## src/rtl/ula_cmp_seq_if.sv

```systemverilog
// Handshake and data bundle for the ULA multi-cycle comparison unit.
// The master side presents operands and consumes the result; the slave
// side is the comparator itself.
interface ula_cmp_seq_if #(
  parameter int WIDTH     = 8,
  parameter int OUT_WIDTH = 2 * WIDTH
);
  logic                 in_valid;
  logic                 in_ready;
  logic [WIDTH-1:0]     a;
  logic [WIDTH-1:0]     b;
  logic [2:0]           op;
  logic                 is_signed;
  logic                 out_valid;
  logic                 out_ready;
  logic [OUT_WIDTH-1:0] out;
  logic                 eq_flag;
  logic                 lt_flag;
  logic                 op_err;

  modport master (
    output in_valid, a, b, op, is_signed, out_ready,
    input  in_ready, out_valid, out, eq_flag, lt_flag, op_err
  );

  modport slave (
    input  in_valid, a, b, op, is_signed, out_ready,
    output in_ready, out_valid, out, eq_flag, lt_flag, op_err
  );
endinterface

```

## src/rtl/ula_cmp_seq.sv

```systemverilog
// ula_cmp_seq: multi-cycle comparator for the ULA result mux path.
// Walks the operands CHUNK bits per cycle starting at the MSB chunk and
// produces EQ/NE/LT/LTE/GT/GTE, signed or unsigned, with the result bit
// placed at out[OUT_WIDTH-1].
// Optional feature macro: ULA_CMP_EARLY_EXIT_EN -- when defined, the walk
// stops at the first differing chunk; otherwise every chunk is visited and
// the first difference is latched, giving a fixed latency.
module ula_cmp_seq #(
  parameter int WIDTH     = 8,
  parameter int CHUNK     = 2,
  parameter int OUT_WIDTH = 2 * WIDTH
) (
  input logic           clk,
  input logic           rst,
  ula_cmp_seq_if.slave  bus
);

  localparam int N    = WIDTH / CHUNK;
  localparam int IDXW = (N > 1) ? $clog2(N) : 1;

  localparam logic [1:0] ST_IDLE = 2'd0;
  localparam logic [1:0] ST_BUSY = 2'd1;
  localparam logic [1:0] ST_DONE = 2'd2;

  logic [1:0]       r_state;
  logic [WIDTH-1:0] r_a;
  logic [WIDTH-1:0] r_b;
  logic [2:0]       r_op;
  logic [IDXW-1:0]  r_idx;
`ifndef ULA_CMP_EARLY_EXIT_EN
  logic             r_found;
  logic             r_lt;
`endif

  logic [WIDTH-1:0] w_msb_flip;
  logic [CHUNK-1:0] w_a_chunk;
  logic [CHUNK-1:0] w_b_chunk;
  logic             w_diff;
  logic             w_lt_chunk;
  logic             w_last;
  logic             w_decide;
  logic             w_fin_eq;
  logic             w_fin_lt;
  logic             w_result;
  logic             w_err;

  // Flipping the sign bit at capture turns a two's-complement compare into
  // an unsigned one, so the chunk walk never needs to know about signedness.
  assign w_msb_flip = {bus.is_signed, {(WIDTH-1){1'b0}}};

  assign w_a_chunk  = r_a[r_idx*CHUNK +: CHUNK];
  assign w_b_chunk  = r_b[r_idx*CHUNK +: CHUNK];
  assign w_diff     = (w_a_chunk != w_b_chunk);
  assign w_lt_chunk = (w_a_chunk < w_b_chunk);
  assign w_last     = (r_idx == '0);
  assign w_err      = r_op[2] & r_op[1];

  assign bus.in_ready = (r_state == ST_IDLE) && !rst;

  // Decide when the walk ends and what the final eq/lt outcome is.
  always_comb begin
    w_decide = 1'b0;
    w_fin_eq = 1'b0;
    w_fin_lt = 1'b0;
`ifdef ULA_CMP_EARLY_EXIT_EN
    w_decide = w_diff || w_last;
    w_fin_eq = !w_diff;
    w_fin_lt = w_diff && w_lt_chunk;
`else
    w_decide = w_last;
    w_fin_eq = !(r_found || w_diff);
    w_fin_lt = r_found ? r_lt : (w_diff && w_lt_chunk);
`endif
  end

  // Map the eq/lt outcome onto the requested operation; illegal ops give 0.
  always_comb begin
    w_result = 1'b0;
    case (r_op)
      3'b000:  w_result = w_fin_eq;
      3'b001:  w_result = !w_fin_eq;
      3'b010:  w_result = w_fin_lt;
      3'b011:  w_result = w_fin_lt || w_fin_eq;
      3'b100:  w_result = !w_fin_lt && !w_fin_eq;
      3'b101:  w_result = !w_fin_lt;
      default: w_result = 1'b0;
    endcase
  end

  // Control FSM: capture in IDLE, walk chunks in BUSY, hold result in DONE.
  always_ff @(posedge clk) begin
    if (rst) begin
      r_state       <= ST_IDLE;
      r_a           <= '0;
      r_b           <= '0;
      r_op          <= '0;
      r_idx         <= '0;
`ifndef ULA_CMP_EARLY_EXIT_EN
      r_found       <= 1'b0;
      r_lt          <= 1'b0;
`endif
      bus.out       <= '0;
      bus.out_valid <= 1'b0;
      bus.eq_flag   <= 1'b0;
      bus.lt_flag   <= 1'b0;
      bus.op_err    <= 1'b0;
    end else begin
      case (r_state)
        ST_IDLE: begin
          if (bus.in_valid && bus.in_ready) begin
            r_a     <= bus.a ^ w_msb_flip;
            r_b     <= bus.b ^ w_msb_flip;
            r_op    <= bus.op;
            r_idx   <= IDXW'(N - 1);
`ifndef ULA_CMP_EARLY_EXIT_EN
            r_found <= 1'b0;
            r_lt    <= 1'b0;
`endif
            r_state <= ST_BUSY;
          end
        end
        ST_BUSY: begin
          if (w_decide) begin
            bus.out       <= {w_result && !w_err, {(OUT_WIDTH-1){1'b0}}};
            bus.eq_flag   <= w_fin_eq;
            bus.lt_flag   <= w_fin_lt;
            bus.op_err    <= w_err;
            bus.out_valid <= 1'b1;
            r_state       <= ST_DONE;
          end else begin
            r_idx <= r_idx - 1'b1;
`ifndef ULA_CMP_EARLY_EXIT_EN
            if (!r_found && w_diff) begin
              r_found <= 1'b1;
              r_lt    <= w_lt_chunk;
            end
`endif
          end
        end
        ST_DONE: begin
          if (bus.out_ready) begin
            bus.out_valid <= 1'b0;
            r_state       <= ST_IDLE;
          end
        end
        default: r_state <= ST_IDLE;
      endcase
    end
  end

endmodule

```

## src/flat_wrapper.sv

```systemverilog
// flat-port wrapper written by rule: the top's interface ports become plain ports
module ula_cmp_seq_flat 
#(
  parameter int WIDTH     = 8,
  parameter int CHUNK     = 2,
  parameter int OUT_WIDTH = 2 * WIDTH
)
  (clk, rst, bus_in_valid, bus_a, bus_b, bus_op, bus_is_signed, bus_out_ready, bus_in_ready, bus_out_valid, bus_out, bus_eq_flag, bus_lt_flag, bus_op_err);
  ula_cmp_seq_if #(.WIDTH(WIDTH), .OUT_WIDTH(OUT_WIDTH)) bus_i ();
  input logic clk;
  input logic rst;
  input wire logic [$bits(bus_i.in_valid)-1:0] bus_in_valid;
  input wire logic [$bits(bus_i.a)-1:0] bus_a;
  input wire logic [$bits(bus_i.b)-1:0] bus_b;
  input wire logic [$bits(bus_i.op)-1:0] bus_op;
  input wire logic [$bits(bus_i.is_signed)-1:0] bus_is_signed;
  input wire logic [$bits(bus_i.out_ready)-1:0] bus_out_ready;
  output wire logic [$bits(bus_i.in_ready)-1:0] bus_in_ready;
  output wire logic [$bits(bus_i.out_valid)-1:0] bus_out_valid;
  output wire logic [$bits(bus_i.out)-1:0] bus_out;
  output wire logic [$bits(bus_i.eq_flag)-1:0] bus_eq_flag;
  output wire logic [$bits(bus_i.lt_flag)-1:0] bus_lt_flag;
  output wire logic [$bits(bus_i.op_err)-1:0] bus_op_err;
  assign bus_i.in_valid = bus_in_valid;
  assign bus_i.a = bus_a;
  assign bus_i.b = bus_b;
  assign bus_i.op = bus_op;
  assign bus_i.is_signed = bus_is_signed;
  assign bus_i.out_ready = bus_out_ready;
  assign bus_in_ready = bus_i.in_ready;
  assign bus_out_valid = bus_i.out_valid;
  assign bus_out = bus_i.out;
  assign bus_eq_flag = bus_i.eq_flag;
  assign bus_lt_flag = bus_i.lt_flag;
  assign bus_op_err = bus_i.op_err;
  ula_cmp_seq #(.WIDTH(WIDTH), .CHUNK(CHUNK), .OUT_WIDTH(OUT_WIDTH)) u_core (.clk(clk), .rst(rst), .bus(bus_i));
endmodule
```

## config.mk

```make
export PLATFORM = sky130hd
export DESIGN_NAME = ula_cmp_seq_flat
export DESIGN_NICKNAME = d
export VERILOG_FILES = /design/src/rtl/ula_cmp_seq_if.sv /design/src/rtl/ula_cmp_seq.sv /design/src/flat_wrapper.sv
export SDC_FILE = /design/constraint.sdc
export NUM_CORES = 1
export LEC_CHECK = 0
export CORE_UTILIZATION = 45
export DETAILED_ROUTE_END_ITERATION = 12
export GPL_TIMING_DRIVEN = 0
export PLACE_DENSITY = 0.79
export SLEW_MARGIN = 5
export SYNTH_ARGS = -nofsm -noshare
export SYNTH_HDL_FRONTEND = slang
export SYNTH_SLANG_ARGS = --single-unit
```

## constraint.sdc

```tcl
create_clock -name clk -period 5.6 [get_ports clk]
set_input_delay 1.4 -clock clk [delete_from_list [all_inputs] [get_ports clk]]
set_output_delay 1.4 -clock clk [all_outputs]
set_load 0.02 [all_outputs]
```

==> results.md <==
Route:
- Using the TritonRoute via totals, the vias-per-cell ratio works out to 4.714.
- The final route contains 1287 vias.
- The post-detailed-route count of antenna-violating nets is 0.
- The routed wire length is 3073 µm.
- The number of DRC violations after detailed-routing iteration 0 is 41.
- For this run, design rule violations remaining after detail routing come to 0.
- After detailed routing, the average wire length per cell comes to 11.26 µm.
- The number of detailed-route iterations in the first pass is 4.

Global route:
- Entering global routing, the biggest net connects 11 pins.
- The number of antenna violations at the first check in global routing is 0.
- The first global-routing pass estimated 5002 µm of wire.
- In the global route stage, overall resource usage came out at 0.1924.
- After global routing the overflow that remains totals 0.
- The via count of the first global-routing pass is 1189.

Clock tree:
- The number of sinks on the clock net is 30.
- The number of clock buffers added by TritonCTS is 5.
- After clock tree synthesis, the repair step resized 0 gates.
- The clock latency on the worst-skew pair is 0.33 ns.
- The post-CTS setup-driven buffer insertion count is 0.
- CTS built an H-tree with a depth of 2.
- The clock transition at the registers of the reported paths is 0.09 ns.
- The cell sitting at the root of the clock tree is a clkbuf_4.
- The number of buffers on the longest clock path is 2.
- The number of buffers added to fix hold violations after cts is 0.
- TritonCTS built the clock tree.

Power:
- The design draws 593.6 µW.
- Power spread over the standard cell area amounts to 295.8 nW/µm².
- In this run the static leakage power is 0.0007849 µW.
- VDD sags by at most 0.1344 mV.

Worst hold path:
- The class of the tightest hold or removal check is reg -> reg.
- The path with the worst hold slack has its endpoint at u_core.r_lt.
- In this run the most critical hold path is launched from u_core.r_lt.
- Along the worst hold path, the cell count comes to 2.

Worst setup path:
- The worst setup path is captured at an output port.
- The startpoint identified for the worst register-to-register timing path is u_core.r_idx[0].
- The startpoint type of the worst setup path is an input port.
- At the worst endpoint, the arrival time is 3.51 ns.
- The cell depth of the worst flop-to-flop path is 7.
- The critical path is of the in -> out type.
- The reg2reg setup slack is 3.01 ns.
- Of all nets on the critical path, the largest fanout is 10.
- The end of the worst register-to-register path is u_core.bus.out[15].
- At the worst endpoint, the required time is 4.20 ns.

STA:
- Setup violations remaining at the end of the flow were counted as 0.
- Subtracting the final worst setup slack from the clock period gives 4.909 ns.
- Of the available clock period, the critical path in the final layout requires 0.8767.
- The max-slew violation count is 0.
- For this run, the top clock speed supported by timing is 0.2037 GHz.
- The final count of hold timing violations is 0.
- The aggregate negative setup slack is 0 ns.
- Setup repair after global routing left no endpoint under its margin.
- Clock skew on the completed layout was measured at 0.001885 ns.

Floorplanning:
- The floorplan step defined a die boundary enclosing 3640 µm².
- The die is 60.34 µm wide.
- The number of primary I/O pins is 45.
- The starting utilization of the core area is 0.4896.
- The number of standard-cell rows in the floorplan is 20.
- The floorplan step set the die height to 60.34 µm.
- The placeable core region is 3128 µm².

Place:
- The number of port buffers is 29.
- Routability-driven placement finished with a final weighted congestion of 0.7949.
- The final HPWL from detailed placement is 2225 µm.

Layout:
- The final layout net count is 255.
- The layout overhead on the synthesized area is 31.05%.
- 0 antenna diodes ended up in the layout.
- The filler cells instantiated in the layout total 272.
- The fraction of layout cells with a size suffix above 1 is 0.1354.

Yosys:
- The count of flip-flops with a built-in enable after synthesis is 0.
- The share of synthesized area occupied by flip-flops and latches is 0.3922.
- After synthesis, the share of flip-flops with an asynchronous set or reset is 0.
- The cell area that synthesis handed to floorplanning was 1531 µm².
- After technology mapping, the gate count stands at 178.
- The most instantiated flip-flop cell in the synthesis netlist is dfxtp_1.
- Yosys printed 0 warnings.
- After synthesis the netlist holds a flip-flop and latch count of 30.
- The number of library cell types mapped by synthesis is 33.
- In this run the mean area of a mapped cell was 8.604 µm².

Outcome:
- The flow ran to the end, and the final reports show no timing, DRC or antenna violations.

Run:
- Across the run, the number of max-cap violations was 0.
through the flow:
stage	worst slack [ns]	std cells	utilization	hold WS, ns	area (µm²)
floorplan	1.979	192	-	0.4319	1584
global placement	0.7007	265	0.6168	0.4420	1929
detailed placement	0.6800	265	0.6168	0.4446	1929
CTS	0.6677	273	0.6416	0.4558	2007
global route	0.5458	273	0.6416	0.4848	2007
finish	0.6906	273	0.6416	0.4571	2007
worst max-delay path: stages:
cell,delay [ns]
clkdlybuf4s50_1,0.68
clkbuf_1,0.35
clkbuf_1,0.43
nor3_1,0.08
clkdlybuf4s50_1,0.56
cell usage after synthesis (3+ instances only):
master,n,area share
dfxtp_1,30,0.39
nand2_1,22,0.054
nand2b_1,21,0.086
o21ai_0,17,0.056
buf_4,15,0.074
nor2_1,9,0.022
clkbuf_1,8,0.020
a21oi_1,7,0.023
inv_1,6,0.015
mux4_2,4,0.059
nand3b_1,4,0.020
nor3_1,4,0.013
ha_1,3,0.025
nor2b_1,3,0.012
xor2_1,3,0.017
logic make-up after synthesis:
group | Yosys count | share of synthesized area
xor+xnor | 3 | 0.01716
mux | 4 | 0.05883
simple gates | 69 | 0.2484
fa+ha+maj | 3 | 0.02451
flops | 30 | 0.3922
other cells | 1 | 0.002449
buf+inv | 31 | 0.1144
compound gates | 37 | 0.1422
per-layer routing:
layer / GRT usage / vias up / share of wire
met5: 0 / - / 0
met4: 0.09302 / 0 / 0.020
met2: 0.3108 / 39 / 0.45
li1: - / 680 / -
met1: 0.2303 / 559 / 0.47
met3: 0.06397 / 9 / 0.062
layout make-up:
class | count | area, µm² | area share
well taps | 44 | 55.05 | 0.02743
flip-flops and latches | 30 | 600.6 | 0.2993
plain buffers | 25 | 152.6 | 0.07606
multi-input cells | 131 | 808.3 | 0.4027
clock inverters | 3 | 40.04 | 0.01995
inverters | 6 | 22.52 | 0.01122
repair buffers | 29 | 290.3 | 0.1446
clock buffers | 5 | 37.54 | 0.01870
worst max path at each step:
stage | start | end | slack, ns | depth (start not counted)
after floorplan | rst | bus_in_ready | 1.98 | 3
after global placement | rst | bus_in_ready | 0.70 | 5
after detailed placement | rst | bus_in_ready | 0.68 | 5
after CTS | rst | bus_in_ready | 0.67 | 5
after global routing | rst | bus_in_ready | 0.55 | 5
final | rst | bus_in_ready | 0.69 | 5
placed cells by master, fill, tap and decap left out, drive strengths merged, types with 2 or more instances in the layout:
master / synthesis / final
dfxtp: 30 / 30
clkdlybuf4s50: 0 / 29
nand2: 22 / 22
nand2b: 21 / 21
o21ai: 19 / 19
buf: 17 / 17
conb: 1 / 15
clkbuf: 8 / 13
nor2: 9 / 9
a21oi: 7 / 7
inv: 6 / 6
mux4: 4 / 4
nor3: 4 / 4
nand3b: 4 / 4
nor2b: 3 / 3
xor2: 3 / 3
ha: 3 / 3
a211oi: 2 / 2
o31ai: 2 / 2
clkinv: 0 / 2
state kept, by name, summed over array words and instances, names as in the netlist:
name and count:
u_core.r_a 8, u_core.r_b 8, u_core.r_op 3, u_core.r_idx 2, u_core.r_state 2, u_core.bus.eq_flag 1, u_core.bus.lt_flag 1, u_core.bus.op_err 1
u_core.bus.out 1, u_core.bus.out_valid 1, u_core.r_found 1, u_core.r_lt 1
report_power, final:
group,total (µW),switching (µW),internal [µW]
clock network,170,77.9,92.4
registers,253,15.6,238
logic,170,86.4,83.8
total,594,180,414
Note: power is estimated with default switching activity, not from simulation.
